==> src/rtl/axi2mem_pkg.sv <==
// rtl/axi2mem_pkg.sv - shared AXI widths, encodings and FSM state enums for axi2mem
package axi2mem_pkg;

   localparam int AXI_ADDR_W  = 32;
   localparam int AXI_DATA_W  = 64;
   localparam int AXI_STRB_W  = 8;
   localparam int AXI_LEN_W   = 8;
   localparam int AXI_SIZE_W  = 3;
   localparam int AXI_BURST_W = 2;
   localparam int AXI_RESP_W  = 2;

   localparam logic [AXI_RESP_W-1:0]  RESP_OKAY   = 2'b00;
   localparam logic [AXI_RESP_W-1:0]  RESP_SLVERR = 2'b10;
   localparam logic [AXI_BURST_W-1:0] BURST_INCR  = 2'b01;

   typedef enum logic [1:0] {
      R_IDLE = 2'd0,
      R_REQ  = 2'd1,
      R_WAIT = 2'd2,
      R_SEND = 2'd3
   } r_state_e;

   typedef enum logic [1:0] {
      W_IDLE = 2'd0,
      W_DATA = 2'd1,
      W_REQ  = 2'd2,
      W_RESP = 2'd3
   } w_state_e;

   // A burst is unsupported if it is not INCR, wider than the 64-bit bus,
   // or longer than the beat counter was sized for.
   function automatic logic burst_bad(input logic [AXI_BURST_W-1:0] burst,
                                      input logic [AXI_SIZE_W-1:0]  size,
                                      input logic [AXI_LEN_W-1:0]   len,
                                      input int                     max_beats);
      return (burst != BURST_INCR) || (size > 3'd3) ||
             (int'({24'd0, len}) >= max_beats);
   endfunction

endpackage

==> src/rtl/axi2mem_addr_gen.sv <==
// rtl/axi2mem_addr_gen.sv - per-channel burst address and beat counter
module axi2mem_addr_gen
   import axi2mem_pkg::*;
#(
   parameter int LEN_W = 3
) (
   input  logic                  clk,
   input  logic                  rst_n,
   input  logic                  load_i,
   input  logic [AXI_ADDR_W-1:0] addr_i,
   input  logic [AXI_SIZE_W-1:0] size_i,
   input  logic [LEN_W-1:0]      len_i,
   input  logic                  step_i,
   output logic [AXI_ADDR_W-1:0] addr_o,
   output logic [AXI_SIZE_W-1:0] size_o,
   output logic                  last_o,
   output logic                  last_next_o
);

   logic [AXI_ADDR_W-1:0] addr_q, addr_d;
   logic [AXI_SIZE_W-1:0] size_q;
   logic [LEN_W-1:0]      len_q;
   logic [LEN_W-1:0]      cnt_q, cnt_d;

   // Address wraps naturally modulo 2^32 through the adder width.
   assign addr_d      = addr_q + (AXI_ADDR_W'(1) << size_q);
   assign cnt_d       = cnt_q + LEN_W'(1);
   assign addr_o      = addr_q;
   assign size_o      = size_q;
   assign last_o      = (cnt_q == len_q);
   assign last_next_o = (cnt_d == len_q);

   // Latch burst parameters on the address handshake, advance once per beat.
   always_ff @(posedge clk or negedge rst_n) begin
      if (!rst_n) begin
         addr_q <= '0;
         size_q <= '0;
         len_q  <= '0;
         cnt_q  <= '0;
      end else if (load_i) begin
         addr_q <= addr_i;
         size_q <= size_i;
         len_q  <= len_i;
         cnt_q  <= '0;
      end else if (step_i) begin
         addr_q <= addr_d;
         cnt_q  <= cnt_d;
      end
   end

endmodule

==> src/rtl/axi2mem.sv <==
// rtl/axi2mem.sv - AXI4 slave to simple memory port bridge; optional AXI2MEM_SLVERR_EN
module axi2mem
   import axi2mem_pkg::*;
#(
   parameter int ID_W      = 4,
   parameter int MAX_BEATS = 8
) (
   input  logic                   clk,
   input  logic                   rst_n,
   input  logic                   s_arvalid,
   output logic                   s_arready,
   input  logic [ID_W-1:0]        s_arid,
   input  logic [AXI_ADDR_W-1:0]  s_araddr,
   input  logic [AXI_LEN_W-1:0]   s_arlen,
   input  logic [AXI_SIZE_W-1:0]  s_arsize,
   input  logic [AXI_BURST_W-1:0] s_arburst,
   output logic                   s_rvalid,
   input  logic                   s_rready,
   output logic [ID_W-1:0]        s_rid,
   output logic [AXI_DATA_W-1:0]  s_rdata,
   output logic [AXI_RESP_W-1:0]  s_rresp,
   output logic                   s_rlast,
   input  logic                   s_awvalid,
   output logic                   s_awready,
   input  logic [ID_W-1:0]        s_awid,
   input  logic [AXI_ADDR_W-1:0]  s_awaddr,
   input  logic [AXI_LEN_W-1:0]   s_awlen,
   input  logic [AXI_SIZE_W-1:0]  s_awsize,
   input  logic [AXI_BURST_W-1:0] s_awburst,
   input  logic                   s_wvalid,
   output logic                   s_wready,
   input  logic [AXI_DATA_W-1:0]  s_wdata,
   input  logic [AXI_STRB_W-1:0]  s_wstrb,
   input  logic                   s_wlast,
   output logic                   s_bvalid,
   input  logic                   s_bready,
   output logic [ID_W-1:0]        s_bid,
   output logic [AXI_RESP_W-1:0]  s_bresp,
   output logic                   m_r_req,
   output logic [AXI_ADDR_W-1:0]  m_r_addr,
   output logic [AXI_SIZE_W-1:0]  m_r_size,
   input  logic                   m_r_rdy,
   input  logic [AXI_DATA_W-1:0]  m_re_data,
   input  logic                   m_re_valid,
   output logic                   m_w_req,
   output logic [AXI_ADDR_W-1:0]  m_w_addr,
   output logic [AXI_DATA_W-1:0]  m_w_data,
   output logic [AXI_STRB_W-1:0]  m_w_strb,
   input  logic                   m_w_rdy
);

   localparam int CNT_W = (MAX_BEATS > 1) ? $clog2(MAX_BEATS) : 1;
`ifdef AXI2MEM_SLVERR_EN
   // Errored bursts may be up to 256 beats long, so count the full len.
   localparam int LEN_W = AXI_LEN_W;
`else
   localparam int LEN_W = CNT_W;
`endif

   // Read channel state
   r_state_e              r_state_q;
   logic                  arready_q, rvalid_q, rlast_q, m_r_req_q, rd_err_q;
   logic [AXI_RESP_W-1:0] rresp_q;
   logic [ID_W-1:0]       rid_q;
   logic [AXI_DATA_W-1:0] rdata_q;
   logic                  rd_load, rd_step, rd_last, rd_last_next, rd_bad;

   // Write channel state
   w_state_e              w_state_q;
   logic                  awready_q, wready_q, bvalid_q, m_w_req_q, wr_err_q;
   logic [AXI_RESP_W-1:0] bresp_q;
   logic [ID_W-1:0]       bid_q;
   logic [AXI_DATA_W-1:0] wdata_q;
   logic [AXI_STRB_W-1:0] wstrb_q;
   logic                  wr_load, wr_step, wr_last, wr_last_next, wr_bad;
   logic [AXI_SIZE_W-1:0] wr_size;

`ifdef AXI2MEM_SLVERR_EN
   assign rd_bad = burst_bad(s_arburst, s_arsize, s_arlen, MAX_BEATS);
   assign wr_bad = burst_bad(s_awburst, s_awsize, s_awlen, MAX_BEATS);
`else
   assign rd_bad = 1'b0;
   assign wr_bad = 1'b0;
`endif

   // Burst type, upper len bits and wlast do not steer the datapath.
   logic unused_in;
   assign unused_in = ^{s_wlast, s_arburst, s_awburst, s_arlen, s_awlen, wr_size};

   assign rd_load = (r_state_q == R_IDLE) && s_arvalid;
   assign rd_step = (r_state_q == R_SEND) && s_rready && !rd_last;
   assign wr_load = (w_state_q == W_IDLE) && s_awvalid;
   assign wr_step = ((w_state_q == W_DATA) && s_wvalid && wr_err_q && !wr_last) ||
                    ((w_state_q == W_REQ) && m_w_rdy && !wr_last);

   axi2mem_addr_gen #(.LEN_W(LEN_W)) u_rd_gen (
      .clk        (clk),
      .rst_n      (rst_n),
      .load_i     (rd_load),
      .addr_i     (s_araddr),
      .size_i     (s_arsize),
      .len_i      (s_arlen[LEN_W-1:0]),
      .step_i     (rd_step),
      .addr_o     (m_r_addr),
      .size_o     (m_r_size),
      .last_o     (rd_last),
      .last_next_o(rd_last_next)
   );

   axi2mem_addr_gen #(.LEN_W(LEN_W)) u_wr_gen (
      .clk        (clk),
      .rst_n      (rst_n),
      .load_i     (wr_load),
      .addr_i     (s_awaddr),
      .size_i     (s_awsize),
      .len_i      (s_awlen[LEN_W-1:0]),
      .step_i     (wr_step),
      .addr_o     (m_w_addr),
      .size_o     (wr_size),
      .last_o     (wr_last),
      .last_next_o(wr_last_next)
   );

   assign s_arready = arready_q;
   assign s_rvalid  = rvalid_q;
   assign s_rid     = rid_q;
   assign s_rdata   = rdata_q;
   assign s_rresp   = rresp_q;
   assign s_rlast   = rlast_q;
   assign m_r_req   = m_r_req_q;

   assign s_awready = awready_q;
   assign s_wready  = wready_q;
   assign s_bvalid  = bvalid_q;
   assign s_bid     = bid_q;
   assign s_bresp   = bresp_q;
   assign m_w_req   = m_w_req_q;
   assign m_w_data  = wdata_q;
   assign m_w_strb  = wstrb_q;

   // Read FSM: one memory request and one R beat per iteration; errored
   // bursts skip memory and stream SLVERR beats straight from R_SEND.
   always_ff @(posedge clk or negedge rst_n) begin
      if (!rst_n) begin
         r_state_q <= R_IDLE;
         arready_q <= 1'b1;
         rvalid_q  <= 1'b0;
         rlast_q   <= 1'b0;
         m_r_req_q <= 1'b0;
         rd_err_q  <= 1'b0;
         rresp_q   <= RESP_OKAY;
         rid_q     <= '0;
         rdata_q   <= '0;
      end else begin
         case (r_state_q)
            R_IDLE: begin
               if (s_arvalid) begin
                  arready_q <= 1'b0;
                  rid_q     <= s_arid;
                  rd_err_q  <= rd_bad;
                  if (rd_bad) begin
                     r_state_q <= R_SEND;
                     rvalid_q  <= 1'b1;
                     rdata_q   <= '0;
                     rresp_q   <= RESP_SLVERR;
                     rlast_q   <= (s_arlen[LEN_W-1:0] == '0);
                  end else begin
                     r_state_q <= R_REQ;
                     m_r_req_q <= 1'b1;
                  end
               end
            end
            R_REQ: begin
               if (m_r_rdy) begin
                  m_r_req_q <= 1'b0;
                  r_state_q <= R_WAIT;
               end
            end
            R_WAIT: begin
               if (m_re_valid) begin
                  rdata_q   <= m_re_data;
                  rresp_q   <= RESP_OKAY;
                  rlast_q   <= rd_last;
                  rvalid_q  <= 1'b1;
                  r_state_q <= R_SEND;
               end
            end
            R_SEND: begin
               if (s_rready) begin
                  if (rd_last) begin
                     rvalid_q  <= 1'b0;
                     rlast_q   <= 1'b0;
                     arready_q <= 1'b1;
                     r_state_q <= R_IDLE;
                  end else if (rd_err_q) begin
                     rlast_q <= rd_last_next;
                  end else begin
                     rvalid_q  <= 1'b0;
                     rlast_q   <= 1'b0;
                     m_r_req_q <= 1'b1;
                     r_state_q <= R_REQ;
                  end
               end
            end
            default: r_state_q <= R_IDLE;
         endcase
      end
   end

   // Write FSM: accept one W beat, push it to memory, repeat until the
   // counter reaches awlen (wlast is ignored), then answer on B.
   always_ff @(posedge clk or negedge rst_n) begin
      if (!rst_n) begin
         w_state_q <= W_IDLE;
         awready_q <= 1'b1;
         wready_q  <= 1'b0;
         bvalid_q  <= 1'b0;
         m_w_req_q <= 1'b0;
         wr_err_q  <= 1'b0;
         bresp_q   <= RESP_OKAY;
         bid_q     <= '0;
         wdata_q   <= '0;
         wstrb_q   <= '0;
      end else begin
         case (w_state_q)
            W_IDLE: begin
               if (s_awvalid) begin
                  awready_q <= 1'b0;
                  wready_q  <= 1'b1;
                  bid_q     <= s_awid;
                  wr_err_q  <= wr_bad;
                  w_state_q <= W_DATA;
               end
            end
            W_DATA: begin
               if (s_wvalid) begin
                  wdata_q <= s_wdata;
                  wstrb_q <= s_wstrb;
                  if (!wr_err_q) begin
                     wready_q  <= 1'b0;
                     m_w_req_q <= 1'b1;
                     w_state_q <= W_REQ;
                  end else if (wr_last) begin
                     wready_q  <= 1'b0;
                     bvalid_q  <= 1'b1;
                     bresp_q   <= RESP_SLVERR;
                     w_state_q <= W_RESP;
                  end
               end
            end
            W_REQ: begin
               if (m_w_rdy) begin
                  m_w_req_q <= 1'b0;
                  if (wr_last) begin
                     bvalid_q  <= 1'b1;
                     bresp_q   <= RESP_OKAY;
                     w_state_q <= W_RESP;
                  end else begin
                     wready_q  <= 1'b1;
                     w_state_q <= W_DATA;
                  end
               end
            end
            W_RESP: begin
               if (s_bready) begin
                  bvalid_q  <= 1'b0;
                  awready_q <= 1'b1;
                  w_state_q <= W_IDLE;
               end
            end
            default: w_state_q <= W_IDLE;
         endcase
      end
   end

endmodule

==> config.mk <==
export PLATFORM = sky130hd
export DESIGN_NAME = axi2mem
export DESIGN_NICKNAME = d
export VERILOG_FILES = /design/src/rtl/axi2mem_pkg.sv /design/src/rtl/axi2mem_addr_gen.sv /design/src/rtl/axi2mem.sv
export SDC_FILE = /design/constraint.sdc
export NUM_CORES = 1
export LEC_CHECK = 0
export CORE_MARGIN = 10
export CORE_UTILIZATION = 43
export DETAILED_ROUTE_END_ITERATION = 7
export GPL_TIMING_DRIVEN = 1
export HOLD_SLACK_MARGIN = 0.08
export PLACE_DENSITY = 0.9
export SLEW_MARGIN = 25
export SYNTH_ARGS = -nofsm -noshare
export SYNTH_HDL_FRONTEND = slang
export SYNTH_SLANG_ARGS = --single-unit
==> constraint.sdc <==
create_clock -name clk -period 3.59 [get_ports clk]
set_clock_uncertainty 0.15 [all_clocks]
set_input_delay 0.5385 -clock clk [delete_from_list [all_inputs] [get_ports clk]]
set_output_delay 0.5385 -clock clk [all_outputs]
set_load 0.1 [all_outputs]
==> metrics.md <==
| Metric | Value |
|---|---|
| Outcome | `complete, no violations` |
| Per-cell routed wire length | `around 23 um` |
| Post-synthesis cell area | `0.0112 sq mm` |
| Cells after synthesis | `1,009` |
| Placement Cell Area | `approximately 0.016 sq mm` |
| Final nets | `between 1,500 and 2,000` |
| Data required, critical path | `between 3 and 4 ns` |
| Data arrival time of the worst path | `between 3 and 4 ns` |
| RR Startpoint | `u_wr_gen.size_o[0]` |
| Routability cong. | `just over 0.9` |
| Via count | `approximately 10,000` |
| Final setup viols | `0` |
| Antenna-violating nets left | `0` |
| WL met2 | `between 20,000 and 25,000 um` |
| GRT Residual Overflow | `0` |
| Die area | `between 0.03 and 0.04 sq mm` |
| # IOs | `468` |
| Maximum Capacitance Violations | `0` |
| CP max FO | `16` |
| CTS tree | `built` |
| Clock buffer depth | `3` |
| Crit path from | `u_wr_gen.size_o[0]` |
| Min cycle time layout | `3.17 ns` |
| Setup_tns | `0 ns` |
| Clk pin slew, worst setup/hold paths | `approximately 0.060 ns` |
| Number of remaining DRC errors | `0` |
| Die Ht | `181 um` |
| Initial antenna violation count | `5` |
| Top-area cell type share of the netlist area | `between 50% and 60%` |
| Final Max Slew Viols | `0` |
| Pre-CTS setup slack | `between 0.4 and 0.5 ns` |
| Num CTS Buffers | `26` |
| Period Utilization, post-route | `roughly nine tenths` |
| Met1 WL | `around 15,000 um` |
| CTS H-tree depth | `1` |
| Clk sink count | `~240` |
| Least-Margin Pin Slew | `about 1.1 ns` |
| Avg Inst Size Synth | `11.1 sq um` |
| Share of cells above drive strength 1 | `roughly 17%` |
| Pin count of the biggest net entering global routing | `85` |
| Post-synth EDFFs | `0` |
| IO Port Bufs | `around 450` |
| DIE WIDTH | `about 180 um` |
| Total number of yosys warnings | `0` |
| Fraction of registers with async set/reset | `100%` |
| Root Buffer | `clkbuf_16` |
| Hpwl dp | `30,700 um` |
| PnR worst setup slack | `roughly 0.42 ns` |
| Initial core utilization | `a little over two fifths` |
| GRT Total Usage | `a little under a quarter` |
| Vias per inst | `around 5.6` |
| TritonRoute pass-1 iters | `5` |
| Slew headroom | `roughly 29%` |
| Synth cell types | `59` |
| Met3 Wirelength | `3920 um` |
| Clk_lat worst skew | `approximately 0.54 ns` |
| CP Launch Type | `flop` |
| Max layer used | `met5` |
| HP Class | `reg -> reg` |
| Synth area leader | `dfrtp_1` |
| Vias in the first global route | `roughly 11,000` |
| Largest cells by area after synthesis | `dfrtp_1 (53%), mux2_2 (14%), nand2_1 (4.8%), o21ai_0 (2.6%), ha_1 (2.6%)` |
| Drt total wl | `about 41,000 um` |
| Number of core rows | `58` |
| Unrepaired setup endpoints after global routing | `no` |
| Drt first-iter violations | `713` |
| Achievable clock frequency | `approximately 320 MHz` |
| Synth Flop Type | `dfrtp_1` |
| Final hold vios | `0` |
| Final Instance Area | `about 0.017 sq mm` |
| Seq cells post-synth | `between 200 and 250` |
| Placeable Area | `about 0.025 sq mm` |
| Global-route wire length before repair | `roughly 63,000 um` |
| Sequential fraction of the synthesis area | `a little over half` |
| Critical path class | `reg -> reg` |
| Area Overhead vs Synth | `52.1%` |
| Crit. End Element | `flop` |
| Worst Hold Launch | `s_rid[0]` |
==> layout make-up <==
| type | count | area (sq um) |
|---|---|---|
| Fill cell | 1814 | 8410 |
| Sequential cell | 238 | 5960 |
| Multi-Input combinational cell | 701 | 4960 |
| Timing Repair Buffer | 469 | 4620 |
| Clock buffer | 33 | 737 |
| Tap cell | 330 | 413 |
| Clock inverter | 14 | 214 |
| Inverter | 20 | 75.1 |
| Antenna cell | 3 | 7.51 |
==> synthesized netlist by cell type (3+ instances only) <==
cell type / instances
and3b_1: 4
or3_1: 15
buf_2: 3
mux2i_1: 10
and2_1: 3
o221a_2: 3
buf_4: 4
or4_1: 14
o2111ai_1: 3
mux2_2: 137
a211oi_1: 5
xor2_1: 16
a21oi_1: 20
nand2b_1: 3
nor2_1: 52
and3_1: 9
inv_1: 20
a21o_1: 4
xnor2_1: 14
nor3_1: 7
a2bb2oi_1: 3
o21ai_0: 58
nand2_1: 144
o31ai_1: 12
clkbuf_1: 45
nor4_1: 4
o311ai_0: 7
dfrtp_1: 236
ha_1: 23
nor3b_1: 8
nand3_1: 26
o211ai_1: 25
nand4_1: 12
a31oi_1: 29
==> flip-flops by register name (all words and copies together) (netlist names) <==
name and cells:
m_r_req 1, s_wready 1, r_state_q 2, s_rdata 64, m_w_req 1, s_bvalid 1
u_rd_gen.len_q 3, s_arready 1, m_w_data 64, w_state_q 2, u_rd_gen.cnt_q 3, u_wr_gen.cnt_q 3
s_awready 1, u_rd_gen.addr_o 32, s_bid 4, m_w_strb 8, s_rid 4, s_rlast 1
u_rd_gen.size_o 3, u_wr_gen.size_o 3, u_wr_gen.addr_o 32, s_rvalid 1, u_wr_gen.len_q 3
==> layer usage <==
layer / up-vias / track usage [%]
li1: 4531 / -
met4: 2 / 6.51
met3: 74 / 7.35
met1: 4977 / 26.4
met2: 505 / 43.0
met5: - / 0
==> what timing repair did <==
action	in CTS	in global routing
hold buffers	1	0
gates resized for setup	0	0
hold endpoints to repair	78	0
setup buffers	0	0
==> placed cells by master (no fill, tap or decap), types with 5 or more instances in the layout <==
cell               n
clkdlybuf4s50_1  422
nand4_1           12
o31ai_1           12
or3_1             15
a31oi_1           28
xor2_1            16
clkinv_2           6
nor3b_1            7
o311ai_0           7
or4_1             14
nand3_1           25
clkbuf_16         26
buf_4             42
nor3_1             7
bufinv_16          5
a211oi_1           5
and3_1             9
nor2_1            52
ha_1              23
dfrtp_1          236
nand2_1          143
mux2i_1           10
a21oi_1           20
clkbuf_8           6
o211ai_1          25
xnor2_1           14
mux2_2           137
o21ai_0           58
inv_1             20
==> critical path, stage by stage, from the launching register on <==
cell and delay (ns):
dfrtp_1 0.47, nor3b_1 0.44, ha_1 0.27, a211oi_1 0.08
nor3_1 0.58, o21ai_2 0.33, or4b_1 0.57, a31oi_1 0.19
==> metrics by stage <==
step                instances  util (%)  hold WS, ns
finish                   1808      66.9        0.334
global route             1807      66.9        0.355
CTS                      1805      66.9        0.340
detailed placement       1757      63.1        0.324
global placement         1757      63.1        0.309
floorplan                1012         -       0.0929
==> path summary, 6_finish.rpt <==
check | slack [ns] | to | depth (start not counted)
min reg2reg | 0.33 | s_rid[0] | 2
min | 0.33 | s_rid[0] | 2
max in group asynchronous | 1.94 | m_w_data[11] | 3
min in group asynchronous | 0.47 | m_w_data[35] | 2
max reg2reg | 0.42 | u_wr_gen.addr_o[19] | 7
max | 0.42 | u_wr_gen.addr_o[19] | 7
==> kinds of logic (layout without fill, tap and decap cells) <==
kind of cell             count (synthesis)  count (layout)  share of synthesized area, %
AND/OR/NAND/NOR                        313             313                          13.4
flip-flops                             238             238                          53.3
AO/OA/AOI/OAI                          182             182                          10.6
multiplexers                           147             147                          14.7
buffers and inverters                   73             536                          2.63
XOR/XNOR                                30              30                          2.35
adder cells (fa/ha/maj)                 25              25                          2.93
other                                    1               7                        0.0336
Power is not shown: default switching activity piles up to over one toggle a cycle in this logic, so the estimate is an artifact.
